--- src/rtl/dup_test_packer_if.sv ---
// dup_test_packer_if: handshake bundle around dup_test_packer.
//   in_valid/in_ready/in_data : 13-bit dupTestSt item stream (producer -> packer)
//   flush                     : single-cycle request to close the current partial word
//   out_valid/out_ready       : packed word handshake (packer -> consumer)
//   out_data                  : PACK lanes of 13 bits, lane 0 oldest
//   out_count                 : valid lanes in out_data (1..PACK)
//   out_last                  : word closed by a flush
//   word_count                : saturating count of completed output handshakes
// slave is the packer's view; master is the producer/consumer view.
interface dup_test_packer_if #(
  parameter int unsigned PACK = 2
);
  localparam int unsigned CW = $clog2(PACK + 1);

  logic                 in_valid;
  logic                 in_ready;
  logic [12:0]          in_data;
  logic                 flush;
  logic                 out_valid;
  logic                 out_ready;
  logic [PACK*13-1:0]   out_data;
  logic [CW-1:0]        out_count;
  logic                 out_last;
  logic [15:0]          word_count;

  modport master (
    output in_valid, in_data, flush, out_ready,
    input  in_ready, out_valid, out_data, out_count, out_last, word_count
  );

  modport slave (
    input  in_valid, in_data, flush, out_ready,
    output in_ready, out_valid, out_data, out_count, out_last, word_count
  );
endinterface

--- src/rtl/dup_test_packer.sv ---
// dup_test_packer: packs 13-bit dupTestSt items into words of PACK lanes.
//   clk  : single clock, rising edge
//   rst  : synchronous active-high reset
//   bus  : dup_test_packer_if.slave (input stream, flush, output word, word_count)
// PACK defaults to 2 (the DSIZE2 lane count); legal range 1..8.
// An accumulator holds up to PACK-1 items; a one-word output register lets
// the accumulator keep filling while the consumer stalls. A flush that cannot
// reach the output register is parked as a pending flush, which blocks input
// until the partial word has been handed over.
module dup_test_packer #(
  parameter int unsigned PACK = 2
) (
  input logic             clk,
  input logic             rst,
  dup_test_packer_if.slave bus
);
  localparam int unsigned DW = 13;
  localparam int unsigned CW = $clog2(PACK + 1);
  localparam logic [CW-1:0] LAST_LANE = CW'(PACK - 1);
  localparam logic [CW-1:0] FULL_CNT  = CW'(PACK);

  typedef enum logic {ST_FILL, ST_FLUSH_PEND} state_e;
  state_e state, stateNext;

  logic [DW-1:0]      acc [PACK];
  logic [CW-1:0]      accCnt, accCntNext;
  logic               outValid;
  logic [PACK*DW-1:0] outData;
  logic [CW-1:0]      outCount;
  logic               outLast;
  logic [15:0]        wordCount;

  logic               outFree, inReady, accept, fullAccept, handshake;
  logic [CW-1:0]      nItems;
  logic [PACK*DW-1:0] word;
  logic               load, loadLast, storeLane;
  logic [CW-1:0]      loadCount;

  assign outFree    = !outValid || bus.out_ready;
  assign inReady    = !rst && (state == ST_FILL) && ((accCnt != LAST_LANE) || outFree);
  assign accept     = bus.in_valid && inReady;
  assign fullAccept = accept && (accCnt == LAST_LANE);
  assign nItems     = accCnt + CW'(accept);
  assign handshake  = outValid && bus.out_ready;

  // Candidate word: stored lanes, then the item accepted this cycle, zeros above.
  always_comb begin
    word = '0;
    for (int unsigned k = 0; k < PACK; k++) begin
      if (CW'(k) < accCnt)
        word[k*DW +: DW] = acc[k];
      else if (CW'(k) == accCnt && accept)
        word[k*DW +: DW] = bus.in_data;
    end
  end

  // State register
  always_ff @(posedge clk) begin
    if (rst) state <= ST_FILL;
    else     state <= stateNext;
  end

  // Next-state: park a flush that holds items but cannot reach the output register.
  always_comb begin
    stateNext = state;
    unique case (state)
      ST_FILL:
        if (bus.flush && !fullAccept && (nItems != '0) && !outFree)
          stateNext = ST_FLUSH_PEND;
      ST_FLUSH_PEND:
        if (outFree) stateNext = ST_FILL;
    endcase
  end

  // Output decode: what loads into the output register and how acc advances.
  always_comb begin
    load       = 1'b0;
    loadCount  = '0;
    loadLast   = 1'b0;
    storeLane  = 1'b0;
    accCntNext = accCnt;
    if (fullAccept) begin
      load       = 1'b1;
      loadCount  = FULL_CNT;
      loadLast   = bus.flush;
      accCntNext = '0;
    end else if (state == ST_FLUSH_PEND) begin
      // Input is blocked here, so word holds exactly the parked items.
      if (outFree) begin
        load       = 1'b1;
        loadCount  = accCnt;
        loadLast   = 1'b1;
        accCntNext = '0;
      end
    end else if (bus.flush && (nItems != '0)) begin
      if (outFree) begin
        load       = 1'b1;
        loadCount  = nItems;
        loadLast   = 1'b1;
        accCntNext = '0;
      end else if (accept) begin
        storeLane  = 1'b1;
        accCntNext = accCnt + CW'(1);
      end
    end else if (accept) begin
      storeLane  = 1'b1;
      accCntNext = accCnt + CW'(1);
    end
  end

  always_ff @(posedge clk) begin
    for (int unsigned k = 0; k < PACK; k++) begin
      if (storeLane && CW'(k) == accCnt) acc[k] <= bus.in_data;
    end
  end

  always_ff @(posedge clk) begin
    if (rst) begin
      accCnt    <= '0;
      outValid  <= 1'b0;
      outData   <= '0;
      outCount  <= '0;
      outLast   <= 1'b0;
      wordCount <= '0;
    end else begin
      accCnt <= accCntNext;
      if (load) begin
        outValid <= 1'b1;
        outData  <= word;
        outCount <= loadCount;
        outLast  <= loadLast;
      end else if (handshake) begin
        outValid <= 1'b0;
      end
      if (handshake && wordCount != '1) wordCount <= wordCount + 16'd1;
    end
  end

  assign bus.in_ready   = inReady;
  assign bus.out_valid  = outValid;
  assign bus.out_data   = outData;
  assign bus.out_count  = outCount;
  assign bus.out_last   = outLast;
  assign bus.word_count = wordCount;
endmodule

--- src/flat_wrapper.sv ---
// flat-port wrapper written by rule: the top's interface ports become plain ports
module dup_test_packer_flat 
#(
  parameter int unsigned PACK = 2
)
  (clk, rst, bus_in_valid, bus_in_data, bus_flush, bus_out_ready, bus_in_ready, bus_out_valid, bus_out_data, bus_out_count, bus_out_last, bus_word_count);
  dup_test_packer_if #(.PACK(PACK)) bus_i ();
  input logic clk;
  input logic rst;
  input wire logic [$bits(bus_i.in_valid)-1:0] bus_in_valid;
  input wire logic [$bits(bus_i.in_data)-1:0] bus_in_data;
  input wire logic [$bits(bus_i.flush)-1:0] bus_flush;
  input wire logic [$bits(bus_i.out_ready)-1:0] bus_out_ready;
  output wire logic [$bits(bus_i.in_ready)-1:0] bus_in_ready;
  output wire logic [$bits(bus_i.out_valid)-1:0] bus_out_valid;
  output wire logic [$bits(bus_i.out_data)-1:0] bus_out_data;
  output wire logic [$bits(bus_i.out_count)-1:0] bus_out_count;
  output wire logic [$bits(bus_i.out_last)-1:0] bus_out_last;
  output wire logic [$bits(bus_i.word_count)-1:0] bus_word_count;
  assign bus_i.in_valid = bus_in_valid;
  assign bus_i.in_data = bus_in_data;
  assign bus_i.flush = bus_flush;
  assign bus_i.out_ready = bus_out_ready;
  assign bus_in_ready = bus_i.in_ready;
  assign bus_out_valid = bus_i.out_valid;
  assign bus_out_data = bus_i.out_data;
  assign bus_out_count = bus_i.out_count;
  assign bus_out_last = bus_i.out_last;
  assign bus_word_count = bus_i.word_count;
  dup_test_packer #(.PACK(PACK)) u_core (.clk(clk), .rst(rst), .bus(bus_i));
endmodule
--- config.mk ---
export PLATFORM = sky130hd
export DESIGN_NAME = dup_test_packer_flat
export DESIGN_NICKNAME = d
export VERILOG_FILES = /design/src/rtl/dup_test_packer_if.sv /design/src/rtl/dup_test_packer.sv /design/src/flat_wrapper.sv
export SDC_FILE = /design/constraint.sdc
export NUM_CORES = 1
export LEC_CHECK = 0
export BUFFER_PORTS_ARGS = -buffer_cell sky130_fd_sc_hd__buf_2
export CORE_AREA = 2 2 86 108
export DETAILED_ROUTE_END_ITERATION = 12
export DIE_AREA = 0 0 88 110
export SLEW_MARGIN = 20
export SYNTH_ARGS = -nofsm -noshare
export SYNTH_HDL_FRONTEND = slang
export SYNTH_SLANG_ARGS = --single-unit
--- constraint.sdc ---
create_clock -name clk -period 7.5 [get_ports clk]
set_input_delay 1.875 -clock clk [delete_from_list [all_inputs] [get_ports clk]]
set_output_delay 1.875 -clock clk [all_outputs]
set_load 0.03 [all_outputs]
==> metrics, run 1 <==
Logic pwr share 14.1%; post-synthesis xor/xnor area fraction less than 1%; most frequent CP cell buf_2; Seq pwr share about 48%; Final #Nets between 400 and 500; CP Data Required Time between 5000 and 6000 ps; status finished, final reports clean; Post-synth EDFFs 26; Max-Cap Viols 0; sequential cell area fraction in the yosys report 52.0%; Relative slew margins 38.9%; DRT Pass-1 Iters 4; Top delay family on crit path buffers and inverters; Ant. Diodes 0; reg2reg start u_core.accCnt[1]$_SDFFE_PP0P_; largest stage delay on the critical path about 510 ps; Max FO, Critical Path 60; Starting Density 39.4%; die height 110 µm; die area about 9700 µm²; post-synthesis adder-cell area fraction 1.48%; placed insts 503; element type at the critical path start input port; Inserted Clock Buffers 9; IO buf count 64; vias in the first global route around 2,600; fmax 0.214 GHz; Clock Tree Buf Depth 2; asr flop ratio synth 0%; final hold vios 0; Switch Pwr about 280 µW; worst hold margin 483 ps; total clock sinks 75; first-pass GRT wire length 13,300 µm; # resized after CTS 0; routed wire length 8310 µm; Clock Latency Late Sink 360 ps; synthesis-to-finish area growth 18.9%; Post-Place Setup Slack 2490 ps; Fin Setup TNS 0 ps; gr ovfl total 0; synth warn 0; setup slack, reg-to-reg about 4200 ps; worst vdd ir 0.000156 V; via count 2,758; Iteration-0 DRC Markers ~180; Synth Instances 327; nature of the critical path endpoint output port; Top FF cell, synth dfxtp_1; post-CTS setup buffer count 0; pin count of the biggest net entering global routing roughly 60; layout cells sized above 1 25.8%; Leakage ~0.0015 µW; crit share post-route a little over three fifths; fin crit period 4680 ps; fraction of synthesized area in multiplexers roughly 2.4%; Worst Path Arrival about 2800 ps; initial antenna violation count 0; core region area 8610 µm²; clock skew between 15 and 20 ps; DRC viols 0; worst setup margin ~2800 ps; largest family of logic cells by synthesized area compound AO/OA/AOI/OAI gates; root buf cell clkbuf_8; unrepaired setup endpoints after global routing false; Hold-fix buffers, CTS 0; worst path bufs/invs 3; row cnt 38; GRT met2 Usage 29.4%; Yosys cell types 54; Sw Share between 20 and 30%; routed len/inst 16.0 µm; io pins 65; reg2reg end u_core.bus.out_data[6]$_SDFFE_PP0P_; routability cong. 0.856; TritonCTS clock tree yes; Power per Cell Area 238 nW/µm²; R2R depth 9; Worst-Margin Slew 913 ps; CP Cell Sequence buf_2 > buf_4 > nor3_1 > buf_2; Slew Viols, Final 0; post-DP HPWL between 5000 and 6000 µm; grt met3 use 4.02%; Post-Syn Area per Cell between 10 and 15 µm²; Yosys reg bits 75; Tot GR Track Use 17.9%; Final ANT Viol Nets 0; Pint 682 µW; Hold Path Class flop to flop; Top Usage Layer GRT met2; via/cell ratio 5.31; die span in x roughly 90 µm; hold path depth 2; end of the worst hold path u_core.bus.out_data[17]$_SDFFE_PP0P_; simple-gate portion of the synthesized area 16.8%; slowest CP cell buf_4; critical path class input port to output port; Final setup viols 0; Worst Hold Launch u_core.bus.out_data[17]$_SDFFE_PP0P_; GR Util met1 22.7%; CTS clk-pin slew, worst paths roughly 90 ps; complex-gate fraction of the synthesized area 22.4%; Syn Std Cell Area 3390 µm²; Layout Cells excl Fill 519; clock power share 37.9%; H-tree lvl count 3
[cell type report]
class	instances	area, µm²
repair buffers	66	335
well taps	120	150
clock inverters	7	106
multi-input cells	236	1530
inverters	6	22.5
fillers	839	4580
flip-flops and latches	75	1760
clock buffers	9	124
[cell usage in the layout (no fill, tap or decap), drive strengths merged, types with 11 or more instances in the layout]
master  count
nand2      13
conb       13
buf        66
a21oi      57
nor2b      21
a211oi     18
nor2       11
o21ai      18
a22oi      13
dfxtp      49
edfxtp     26
[sequential cells by signal, indices dropped and copies added, names as in the netlist]
register / flops
u_core.bus.out_last: 1
u_core.bus.out_count: 2
u_core.bus.out_valid: 1
u_core.state: 1
u_core.acc: 26
u_core.accCnt: 2
u_core.bus.out_data: 26
u_core.bus.word_count: 16
[worst min-delay path, cell delays in order, from the launching register on]
cell,delay [ps]
dfxtp_1,320
o21ai_0,70
a21oi_1,60
[power by group through the flow]
| stage | sequential [µW] | combinational [µW] | clock (µW) |
|---|---|---|---|
| finish | 460 | 136 | 364 |
| CTS | 460 | 136 | 371 |
| detailed placement | 469 | 135 | 0 |
| floorplan | 494 | 70.7 | 0 |
| global placement | 469 | 133 | 0 |
| global route | 463 | 148 | 386 |
[metrics by stage]
stage	cell area, µm²	util, %	total power, µW
after global placement	3790	44.1	602
after floorplan	3430	-	565
after detailed placement	3790	44.1	604
final	4030	46.8	959
after CTS	4030	46.8	967
after global routing	4030	46.8	997
[routing by layer]
layer  wire length, µm  up-vias
met5                 0        -
met4               168        0
met3               364       15
met2              4000       72
met1              3770     1315
li1                  -     1356
[how the worst max path moves through the flow]
stage / from / endpoint / slack, ps / cells after the start
finish: rst / bus_in_ready / 2820 / 4
global placement: rst / u_core.acc[0][5]$_DFFE_PP_ / 2600 / 9
floorplan: rst / bus_in_ready / 2860 / 2
global route: rst / bus_in_ready / 2720 / 4
CTS: rst / bus_in_ready / 2800 / 4
detailed placement: rst / u_core.acc[0][10]$_DFFE_PP_ / 2490 / 9
[cells by family after synthesis]
group / after synthesis
other cells: 1
xor+xnor: 1
buf+inv: 28
compound gates: 123
fa+ha+maj: 4
mux: 7
flops: 75
simple gates: 88
[cell usage after synthesis, types with 2 or more instances]
master	count	area (µm²)
or3_2	3	22.5
and3_1	2	12.5
ha_1	4	50.1
and3b_1	2	17.5
nor4b_4	2	47.6
a211oi_1	17	128
clkbuf_1	11	41.3
o31ai_1	6	45.0
nand2_1	13	48.8
dfxtp_1	49	981
buf_2	3	15.0
nor2_1	10	37.5
a22oi_1	13	97.6
nand3_1	4	20.0
nand2b_1	3	18.8
inv_1	6	22.5
edfxtp_1	26	781
and2_1	2	12.5
o21ai_0	18	90.1
buf_6	3	33.8
buf_4	4	30.0
a21oi_1	56	280
o211ai_1	2	15.0
mux2_2	5	56.3
or4_1	5	37.5
nor2b_1	21	131
nor3_1	2	10.0
nand4_1	9	56.3
No activity file was read; power rests on OpenSTA's default activity.
==> run 2, diff against run 1 <==
ABC_AREA = 1   (was not set)
CORE_AREA = 2 2 87 110   (was 2 2 86 108)
DIE_AREA = 0 0 89 112   (was 0 0 88 110)
clock period = 3.85 ns   (was 7.5 ns; I/O delays follow)
==> metrics, run 2 <==
Sw Share 24.3% (-4.6 points); IO buf count 64 (unchanged); TritonCTS clock tree yes; Synth top area share 28.2% (-0.72 points); Top FF cell, synth dfxtp_1; post-synthesis xor/xnor area fraction 2.02% (+1.5 points); CP Data Required Time 4080 ps (-1540 ps); DRT Pass-1 Iters 4 (unchanged); ranking of synthesized cells by area dfxtp_1, edfxtp_1, nand2_1; routed wire length 8440 µm (+1.6%); Switch Pwr 552 µW (+99%); layout cells sized above 1 18.9% (-6.9 points); Final #Nets 536 (+29%); post-synthesis adder-cell area fraction 1.44% (-0.037 points); # resized after CTS 0 (unchanged); sequential cell area fraction in the yosys report 50.7% (-1.3 points); leading cell type in the layout, fill and taps excluded nand2_1; die height 112 µm (+1.8%); Yosys reg bits 75 (unchanged); simple-gate portion of the synthesized area 27.4% (+11 points); origin of the worst setup path bus_out_ready; fin crit period 3010 ps; first-pass GRT wire length 14,000 µm (+5.2%); Seq pwr share 39.5% (-8.4 points); core region area 8980 µm² (+4.3%); DRC viols 0 (unchanged); Max-Cap Viols 0 (unchanged); Top delay family on crit path simple AND/OR/NAND/NOR gates; worst vdd ir 0.000308 V (+98%); Yosys cell types 27 (-50%); CTS clk-pin slew, worst paths 60 ps (-30 ps); Tot GR Track Use 18.3% (+0.43 points); H-tree lvl count 3 (unchanged); Critical Path Sink u_core.bus.out_last$_SDFFE_PP0P_; routability cong. 0.944 (+10%); Synth Instances 442 (+35%); slowest CP cell nand3_2; Pint 1720 µW (+150%); critical path class input port to flop; Worst Path Arrival 3240 ps (+430 ps); vias in the first global route 2,938 (+12%); Relative slew margins 52.7% (+14 points); Commonest cells post-synth nand2_1, nor2_1, dfxtp_1; crit share post-route 78.1%; largest family of logic cells by synthesized area simple AND/OR/NAND/NOR gates; Clock Tree Buf Depth 2 (unchanged); Clock Latency Late Sink 340 ps (-20 ps); clock skew 5.79 ps (-9.35 ps); routed len/inst 13.2 µm (-18%); setup slack, reg-to-reg 1000 ps (-3200 ps); via/cell ratio 4.82 (-9.4%); final hold vios 0 (unchanged); asr flop ratio synth 0% (unchanged); initial antenna violation count 0 (unchanged); Ant. Diodes 0 (unchanged); post-DP HPWL 6170 µm (+13%); most frequent cells in the layout nand2_1, buf_2, nor2_1; root buf cell clkbuf_16; clock power share 47.8% (+9.9 points); fmax 0.333 GHz; Final ANT Viol Nets 0 (unchanged); synth warn 0 (unchanged); row cnt 39 (+2.6%); worst path bufs/invs 5 (+2); largest stage delay on the critical path 340 ps (-170 ps); Hold Path Class flop to flop; Syn Std Cell Area 3470 µm² (+2.5%); synthesis-to-finish area growth 24.3%; final instance area 4320 µm² (+7.2%); Area after DPL 3930 µm² (+3.6%); R2R depth 14 (+5); reg2reg end u_core.bus.out_last$_SDFFE_PP0P_; pin count of the biggest net entering global routing 32 (-48%); unrepaired setup endpoints after global routing false; Hold-fix buffers, CTS 0 (unchanged); Starting Density 38.7% (-0.67 points); total clock sinks 75 (unchanged); area leader, netlist dfxtp_1; nature of the critical path endpoint flop; Max FO, Critical Path 18 (-70%); fraction of synthesized area in multiplexers 0% (-2.4 points); worst hold margin 471 ps (-12.1 ps); Logic pwr share 12.7% (-1.4 points); via count 3,092 (+12%); reg2reg start u_core.accCnt[1]$_SDFFE_PP0P_; status finished, final reports clean; Iteration-0 DRC Markers 205 (+15%); gr ovfl total 0 (unchanged); Post-synth EDFFs 26 (unchanged); complex-gate fraction of the synthesized area 11.1% (-11 points); Slew Viols, Final 0 (unchanged); Post-Syn Area per Cell 7.86 µm² (-24%); Inserted Clock Buffers 9 (unchanged); Leakage 0.00187 µW (+22%); path length in cells of the critical path 13 (+9); Fin Setup TNS 0 ps (unchanged); most common cell in the netlist nand2_1; element type at the critical path start input port; die area 9970 µm² (+3.0%); Final setup viols 0 (unchanged); Power per Cell Area 526 nW/µm² (+120%); Worst-Margin Slew 710 ps (-203 ps); die span in x 89 µm (+1.1%); post-CTS setup buffer count 0 (unchanged); CP Cell Sequence buf_2 > nor2_1 > nand2_1 > nand3_1 > inv_2 > ha_1 > inv_1 > nand3_2 > nand3_4 > nand3_2 > buf_4 > o21ai_1 > inv_1; io pins 65 (unchanged)
## run 2: cell families (layout without fill, tap and decap cells)
logic type               after synthesis  count (layout)
XOR/XNOR                               8               8
adder cells (fa/ha/maj)                4               4
flip-flops                            75              75
other                                  1              13
buffers and inverters                 59             124
AO/OA/AOI/OAI                         76              76
AND/OR/NAND/NOR                      219             219
## run 2: area by class of cell
cell class,instances,area (µm²)
repair buffers,70,365
multi-input cells,320,1510
clock inverters,7,163
clock buffers,9,225
flip-flops and latches,75,1760
fillers,920,4660
well taps,123,154
inverters,38,143
## run 2: how the worst min path moves through the flow
stage	from	endpoint	slack (ps)	cells past startpoint
2_1_floorplan	u_core.state$_SDFF_PP0_	u_core.state$_SDFF_PP0_	510	2
3_3_place_gp	u_core.bus.out_count[0]$_SDFFE_PP0P_	u_core.bus.out_count[0]$_SDFFE_PP0P_	470	2
3_5_place_dp	u_core.bus.out_last$_SDFFE_PP0P_	u_core.bus.out_last$_SDFFE_PP0P_	470	2
4_1_cts	u_core.bus.out_count[0]$_SDFFE_PP0P_	u_core.bus.out_count[0]$_SDFFE_PP0P_	480	2
5_1_grt	u_core.bus.out_data[16]$_SDFFE_PP0P_	u_core.bus.out_data[16]$_SDFFE_PP0P_	520	2
6_report	u_core.bus.out_last$_SDFFE_PP0P_	u_core.bus.out_last$_SDFFE_PP0P_	470	2
## run 2: layer usage
metal | track usage, % | up-vias | part of all wire [%]
met1 | 21.4 | 1407 | 41
met4 | 10.1 | 0 | 3.4
li1 | - | 1586 | -
met2 | 30.5 | 78 | 52
met3 | 3.93 | 21 | 3.9
met5 | 0 | - | 0
## run 2: through the flow
stage,setup WS [ps],total power [µW],std cells,util (%)
global placement,544,1200,626,43.8
floorplan,142,1120,454,-
CTS,832,2300,642,48.1
detailed placement,477,1200,626,43.8
finish,844,2270,642,48.1
global route,576,2370,642,48.1
## run 2: power by group through the flow
stage,logic (µW),registers [µW],clock network [µW]
2_1_floorplan,155,967,0
3_3_place_gp,288,912,0
3_5_place_dp,292,913,0
4_1_cts,293,896,1110
5_1_grt,322,901,1150
6_report,288,896,1090
## run 2: worst min-delay path, cell delays in order (launching register included)
cell and delay, ps:
dfxtp_1 330, o21ai_1 70, inv_1 40
==> run 3, diff against run 2 <==
clock period = 3 ns   (was 3.85 ns; I/O delays follow)
==> metrics, run 3 (synthesis results as in run 2) <==
fillers 982 (+6.7%); Final #Nets 540 (+0.75%); Iteration-0 DRC Markers 220 (+7.3%); Fin Setup TNS 0 ps (unchanged); Max FO, Critical Path 18 (unchanged); Worst Path Arrival 2580 ps (-660 ps); Max-Cap Viols 0 (unchanged); row cnt 39 (unchanged); Worst-Margin Slew 533 ps (-177 ps); clock skew 6.77 ps (+0.989 ps); gr ovfl total 0 (unchanged); element type at the critical path start input port; reg2reg end u_core.acc[0][0]$_DFFE_PP_; post-CTS setup buffer count 0 (unchanged); critical path class input port to flop; hold path depth 2 (unchanged); CP Cell Sequence buf_2 > nor2_1 > nand3_1 > inv_2 > ha_1 > inv_1 > nand3_2 > nand3_4 > inv_2 > nor3_4 > buf_4; via count 3,138 (+1.5%); fin crit period 2550 ps; Clock Tree Buf Depth 2 (unchanged); most frequent cells in the layout nand2_1, buf_2, nor2_1; setup slack, reg-to-reg 510 ps (-490 ps); IO buf count 64 (unchanged); end of the worst hold path u_core.bus.out_data[20]$_SDFFE_PP0P_; TritonCTS clock tree yes; most frequent CP cell inv_2; leading cell type in the layout, fill and taps excluded nand2_1; Hold Path Class flop to flop; H-tree lvl count 3 (unchanged); initial antenna violation count 0 (unchanged); fmax 0.392 GHz; synthesis-to-finish area growth 22.1%; die span in x 89 µm (unchanged); DRC viols 0 (unchanged); slowest CP cell ha_1; die height 112 µm (unchanged); Final ANT Viol Nets 0 (unchanged); final core utilization 47.2% (-0.85 points); post-DP HPWL 6420 µm (+4.1%); total clock sinks 75 (unchanged); CP Data Required Time 3030 ps (-1050 ps); CTS clk-pin slew, worst paths 60 ps (about the same); # resized after CTS 0 (unchanged); Leakage 0.00185 µW (-1.4%); nature of the critical path endpoint flop; crit share post-route 85.1%; largest stage delay on the critical path 290 ps (-50 ps); Power per Cell Area 593 nW/µm² (+13%); Starting Density 38.7% (unchanged); via/cell ratio 4.86 (+0.86%); first-pass GRT wire length 14,100 µm (+0.89%); Hold-fix buffers, CTS 0 (unchanged); worst vdd ir 0.000324 V (+5.4%); Top delay family on crit path simple AND/OR/NAND/NOR gates; pin count of the biggest net entering global routing 31 (-3.1%); vias in the first global route 3,039 (+3.4%); Final setup viols 0 (unchanged); Slew Viols, Final 0 (unchanged); R2R depth 12 (-2); reg2reg start u_core.accCnt[1]$_SDFFE_PP0P_; die area 9970 µm² (unchanged); Ant. Diodes 0 (unchanged); status finished, final reports clean; Clock Latency Late Sink 330 ps (about the same); Worst Hold Launch u_core.bus.out_data[20]$_SDFFE_PP0P_; DRT Pass-1 Iters 4 (unchanged); final hold vios 0 (unchanged); root buf cell clkbuf_16; core region area 8980 µm² (unchanged); unrepaired setup endpoints after global routing false; routed len/inst 13.5 µm (+3.0%); Tot GR Track Use 18.5% (+0.15 points); io pins 65 (unchanged); routability cong. 0.924 (-2.1%); Relative slew margins 64.4% (+12 points); Inserted Clock Buffers 9 (unchanged); worst path bufs/invs 5 (unchanged); layout cells sized above 1 19.7% (+0.81 points); routed wire length 8750 µm (+3.6%)
## run 3: cell types whose count changed in the layout (fill, tap and decap cells not counted), sizes merged
cell,delta
bufinv,-5
buf,+4
clkbuf,+2
clkinv,+2
inv,+1
## run 3: final cells by class
cell class	instances	area [µm²]	share of cell area, %
clock buffer	11	243	5.72
clock inverter	5	27.5	0.649
inverter	38	143	3.36
multi-input combinational	320	1520	35.8
sequential	75	1760	41.5
tap	123	154	3.63
timing repair buffer	74	395	9.32
## run 3: stage by stage
step	std cells	total power, µW	instance area (µm²)	worst slack (ps)	hold WS, ps
after floorplan	454	1440	3530	17.9	514
after global placement	630	1550	3970	162	465
after detailed placement	630	1560	3970	101	478
after CTS	646	2540	4240	443	488
after global routing	646	2630	4240	216	511
final	646	2510	4240	448	489
## run 3: how the worst max path moves through the flow
| stage | startpoint | depth (start not counted) | end |
|---|---|---|---|
| 2_1_floorplan | bus_out_ready | 12 | u_core.acc[0][0]$_DFFE_PP_ |
| 3_5_place_dp | rst | 11 | u_core.acc[0][3]$_DFFE_PP_ |
| 6_report | rst | 11 | u_core.acc[0][0]$_DFFE_PP_ |
| 3_3_place_gp | rst | 11 | u_core.acc[0][6]$_DFFE_PP_ |
| 5_1_grt | rst | 12 | u_core.acc[0][0]$_DFFE_PP_ |
| 4_1_cts | rst | 11 | u_core.acc[0][9]$_DFFE_PP_ |
## run 3: report_power, final
part / switching [µW] / internal (µW)
Clock: 405 / 579
Sequential: 29.7 / 1120
Combinational: 269 / 111
## run 3: worst min-delay path: stages (launching register included)
cell	delay [ps]
dfxtp_1	310
nand4_1	80
a21oi_1	60
## run 3: routing by layer
metal	vias up	global-route usage, %	share of wire [%]
li1	1595	-	-
met1	1449	20.6	40
met2	70	31.9	52
met3	24	5.04	4.0
met4	0	8.66	3.6
met5	-	0	0
